--- config.mk ---
export PLATFORM = sky130hd
export DESIGN_NAME = picomem_arbiter_2to1
export DESIGN_NICKNAME = d
export VERILOG_FILES = /design/src/rtl/picomem_arbiter_2to1.sv
export SDC_FILE = /design/constraint.sdc
export NUM_CORES = 1
export LEC_CHECK = 0
export CAP_MARGIN = 20
export CORE_AREA = 2 2 121 123
export CTS_BUF_LIST = sky130_fd_sc_hd__clkbuf_8
export DETAILED_ROUTE_END_ITERATION = 7
export DIE_AREA = 0 0 123 125
export PLACE_DENSITY = 0.53
export SYNTH_ARGS = -nofsm -noshare
export SYNTH_HDL_FRONTEND = slang
export SYNTH_SLANG_ARGS = --single-unit
--- constraint.sdc ---
create_clock -name clk -period 1.95 [get_ports clk]
set_input_delay 0.2925 -clock clk [delete_from_list [all_inputs] [get_ports clk]]
set_output_delay 0.2925 -clock clk [all_outputs]
set_load 0.02 [all_outputs]
--- src/rtl/picomem_arbiter_2to1.sv ---
// Two-master to one-slave PicoMem arbiter with a registered grant, round-robin or
// fixed-priority tie breaking, and a watchdog that completes hung accesses with an error word.
module picomem_arbiter_2to1 #(
   parameter bit          FIXED_PRIO = 1'b0,
   parameter int          TIMEOUT    = 8,
   parameter logic [31:0] ERR_RDATA  = 32'hDEADBEEF
) (
   input  logic        clk,
   input  logic        resetn,
   input  logic        mem_m0_valid,
   input  logic [31:0] mem_m0_addr,
   input  logic [31:0] mem_m0_wdata,
   input  logic [3:0]  mem_m0_wstrb,
   output logic        mem_m0_ready,
   output logic [31:0] mem_m0_rdata,
   input  logic        mem_m1_valid,
   input  logic [31:0] mem_m1_addr,
   input  logic [31:0] mem_m1_wdata,
   input  logic [3:0]  mem_m1_wstrb,
   output logic        mem_m1_ready,
   output logic [31:0] mem_m1_rdata,
   output logic        mem_s_valid,
   output logic [31:0] mem_s_addr,
   output logic [31:0] mem_s_wdata,
   output logic [3:0]  mem_s_wstrb,
   input  logic        mem_s_ready,
   input  logic [31:0] mem_s_rdata,
   input  logic        err_clr,
   output logic        timeout_err,
   output logic [1:0]  dbg_state
);

   // Handshake: a master holds valid with addr/wdata/wstrb stable until its ready pulses for
   // exactly one cycle; the slave side sees the same contract, and ready is only forwarded
   // to the master that currently owns the grant.

   localparam int CNT_W = (TIMEOUT > 1) ? $clog2(TIMEOUT) + 1 : 1;

   typedef enum logic [1:0] {
      IDLE  = 2'd0,
      BUSY0 = 2'd1,
      BUSY1 = 2'd2
   } state_t;

   state_t             state, state_nxt;
   logic               last_grant;
   logic [CNT_W-1:0]   count;
   logic               busy;
   logic               timeout_hit;

   assign busy = (state != IDLE);

   always_comb begin
      timeout_hit = 1'b0;
      if (TIMEOUT > 0)
         timeout_hit = busy && !mem_s_ready && (count == CNT_W'(TIMEOUT - 1));
   end

   always_comb begin
      state_nxt = state;
      case (state)
         IDLE: begin
            // last_grant==1 means master 0 is next in line on a tie
            if (mem_m0_valid && mem_m1_valid)
               state_nxt = (FIXED_PRIO || last_grant) ? BUSY0 : BUSY1;
            else if (mem_m0_valid)
               state_nxt = BUSY0;
            else if (mem_m1_valid)
               state_nxt = BUSY1;
         end
         BUSY0, BUSY1: begin
            if (mem_s_ready || timeout_hit)
               state_nxt = IDLE;
         end
         default: state_nxt = IDLE;
      endcase
   end

   always_ff @(posedge clk or negedge resetn) begin
      if (!resetn) begin
         state       <= IDLE;
         last_grant  <= 1'b1;
         count       <= '0;
         timeout_err <= 1'b0;
      end else begin
         state <= state_nxt;
         if (state == IDLE && state_nxt != IDLE) begin
            last_grant <= (state_nxt == BUSY1);
            count      <= '0;
         end else if (busy && !mem_s_ready && count != '1) begin
            count <= count + 1'b1;
         end
         // a timeout in the same cycle as err_clr keeps the flag set
         if (timeout_hit)
            timeout_err <= 1'b1;
         else if (err_clr)
            timeout_err <= 1'b0;
      end
   end

   assign mem_s_addr  = (state == BUSY1) ? mem_m1_addr  : mem_m0_addr;
   assign mem_s_wdata = (state == BUSY1) ? mem_m1_wdata : mem_m0_wdata;
   assign mem_s_wstrb = (state == BUSY1) ? mem_m1_wstrb : mem_m0_wstrb;
   assign mem_s_valid = ((state == BUSY0 && mem_m0_valid) ||
                         (state == BUSY1 && mem_m1_valid)) && !timeout_hit;

   assign mem_m0_ready = (state == BUSY0) && (mem_s_ready || timeout_hit);
   assign mem_m1_ready = (state == BUSY1) && (mem_s_ready || timeout_hit);
   assign mem_m0_rdata = (state == BUSY0 && timeout_hit) ? ERR_RDATA : mem_s_rdata;
   assign mem_m1_rdata = (state == BUSY1 && timeout_hit) ? ERR_RDATA : mem_s_rdata;

   assign dbg_state = state;

endmodule

==> results.py <==
metrics = {
    "placement": {
        "gp_congestion": 0.8773,
        "hpwl_mm": 10.37,
        "place_ws_ps": -581.2,
        "io_buffer_count": 311,
    },
    "cts": {
        "cts-buffers-inserted": 3,
        "clk_path_buf_depth": 2,
        "cts_tree": "built",
        "clk_pin_slew_ps": 50,
        "cts.sinks": 8,
        "cts_root_buf": "clkbuf_8",
        "htree_levels": 1,
        "clk_latency_ps": 230,
    },
    "global_route": {
        "grt_pass1_wl_mm": 19.35,
        "grt_overflow": 0,
        "grt_pass1_vias": 3331,
        "grt_antenna_before_repair": 0,
        "groute.usage.overall": 0.1658,
        "grt_start_max_net_pins": 20,
    },
    "synth": {
        "syn_nets": 379,
        "async_flop_share": 1.000,
        "synthTopCellsByArea": "mux2_2 42%, nand2b_1 15%, dfrtp_1 9.6%, and2_4 3.8%, ha_1 3.4%",
        "ys_seq_area_frac": 0.1100,
        "synth_top_cell_by_area": "mux2_2",
        "synth_top_cell_area_share": 0.4180,
        "synth_edf_count": 0,
        "synth.distinct_cells": 36,
        "ys_warn_count": 0,
        "ys.flop_type": "dfrtp_1",
        "syn_area_per_cell_um2": 9.159,
        "synth_area_um2": 1832,
        "ys_ff_latch": 8,
        "synthCells": 200,
    },
    "power": {
        "p_sw_mw": 2.219,
        "clockPowerShare": 0.035,
        "p_int_mw": 3.537,
        "swShare": 0.3855,
        "p_seq_frac": 0.044,
        "pwr-share-comb": 0.921,
        "p_leak_nw": 3.386,
        "vdd_drop_max_uv": 497.5,
        "power_mw": 5.755,
        "p_per_area_nw_per_um2": 818.9,
    },
    "sta": {
        "slew_viol_final": 0,
        "final_hold_viol_count": 0,
        "rsz0062_at_grt": "true",
        "fin_skew_ps": 8.989,
        "setup_viol": 131,
        "setup_ws_ps": -223.3,
        "fin_setup_tns_ps": -12640,
        "worstMarginPinSlew_ps": 540.8,
        "fmax_mhz": 460.1,
        "slew_headroom": 0.6348,
        "period_share": 1.115,
        "period_needed_ps": 2173,
    },
    "routing": {
        "routed_wl_mm": 14.16,
        "drc": 0,
        "avgViaCountPerCell": 4.078,
        "ant_nets": 0,
        "drtPass1Iterations": 4,
        "drtIter0Drc": 61,
        "vias": 3091,
        "wl_per_cell_um": 18.68,
    },
    "setup_path": {
        "path_max_fanout": 5,
        "crit_type": "flip-flop to output pin",
        "end_kind": "output pin",
        "arrival_ps": 1880,
        "crit_required_ps": 1660,
        "startpoint_type": "flip-flop",
    },
    "floorplanning": {
        "fp.dieW_um": 123,
        "start_util": 0.1290,
        "core_area_um2": 14200,
        "pin_count": 312,
        "rows": 44,
        "die_area_um2": 15380,
        "die_h_um": 125,
    },
    "status": {
        "status": "complete, but fails checks",
        "failed_checks": "negative setup slack",
    },
    "layout": {
        "fin_nets": 754,
        "area_growth_syn_to_layout_pct": 283.7,
        "diodes": 0,
        "layout-drive-gt1-share": 0.6185,
        "final_common_cell": "clkdlybuf4s50_1",
        "layout_common_cells": "176 x clkdlybuf4s50_1, 160 x buf_6, 68 x mux2_4",
    },
    "flow_run": {
        "maxCapViolations": 0,
    },
    "hold_path": {
        "hp-class": "primary input to asynchronous set/reset pin",
    },
}
## what timing repair did
item	CTS	global route
buffers inserted	26	12
gates resized for setup	782	170
pin swaps	2	2
hold buffers	0	0
setup endpoints to repair	135	135
cloned	12	4
## flip-flops by register name, summed over array words and instances (netlist names)
register,cells
count,4
dbg_state,2
last_grant,1
timeout_err,1
## power groups by stage
stage          Clock [mW]  Combinational [mW]  Sequential (mW)
3_3_place_gp            0                3.64            0.244
3_5_place_dp            0                3.65            0.245
5_1_grt             0.228                5.56            0.258
4_1_cts             0.211                4.49            0.245
2_1_floorplan           0                1.84            0.287
6_report            0.204                5.30            0.252
## final cells by class
cell class / count / area [um2]
Multi-Input combinational cell: 173 / 2195
Clock inverter: 1 / 3.754
Fill cell: 1267 / 7176
Inverter: 4 / 15.01
Clock buffer: 3 / 41.29
Tap cell: 184 / 230.2
Sequential cell: 8 / 203.9
Timing Repair Buffer: 385 / 4339
## final timing paths
check	to	cells past startpoint	from	slack, ps
hold / removal	timeout_err	1	resetn	370
hold reg to reg	timeout_err	1	timeout_err	480
min in group clk	timeout_err	1	timeout_err	480
setup reg to reg	last_grant	7	dbg_state[0]	160
setup / recovery	mem_s_addr[1]	8	dbg_state[1]	-220
max in group asynchronous	last_grant	1	resetn	1250
## cells in the mapped netlist (4+ instances only)
cell type   n
mux2_2     68
and2_4      8
and2_1      8
nand2b_1   45
ha_1        5
inv_1       4
dfrtp_1     7
or2b_1      4
nor2_1      8
buf_2      11
## worst max-delay path: stages, from the launching register on
cell     delay (ps)
dfrtp_2         410
buf_6           120
ha_4            170
buf_12          140
buf_12          130
buf_16          130
buf_12          120
mux2_4          300
buf_6           130
## metal layers
layer | vias up | GRT usage | wire (um)
met2 | 204 | 0.3152 | 7608
met1 | 1426 | 0.1860 | 5032
met5 | - | 0 | 0
met3 | 16 | 0.03695 | 1286
met4 | 0 | 0.03209 | 230
li1 | 1445 | - | -
## logic make-up after synthesis
group	count (synthesis)	share of synthesized area
compound gates	15	0.07103
mux	69	0.4235
buf+inv	19	0.05669
simple gates	82	0.2951
xor+xnor	2	0.009565
flops	8	0.1100
fa+ha+maj	5	0.03415
## per-stage QoR
stage	hold WS (ps)	instances	utilization	cell area, um2
after floorplan	-3.091	200	-	2206
after global placement	463.3	705	0.4000	5682
after detailed placement	474.5	705	0.4000	5682
after CTS	377.0	747	0.4486	6371
after global routing	391.6	758	0.4948	7028
final	366.4	758	0.4948	7028
Note: power is estimated with default switching activity, not from simulation.
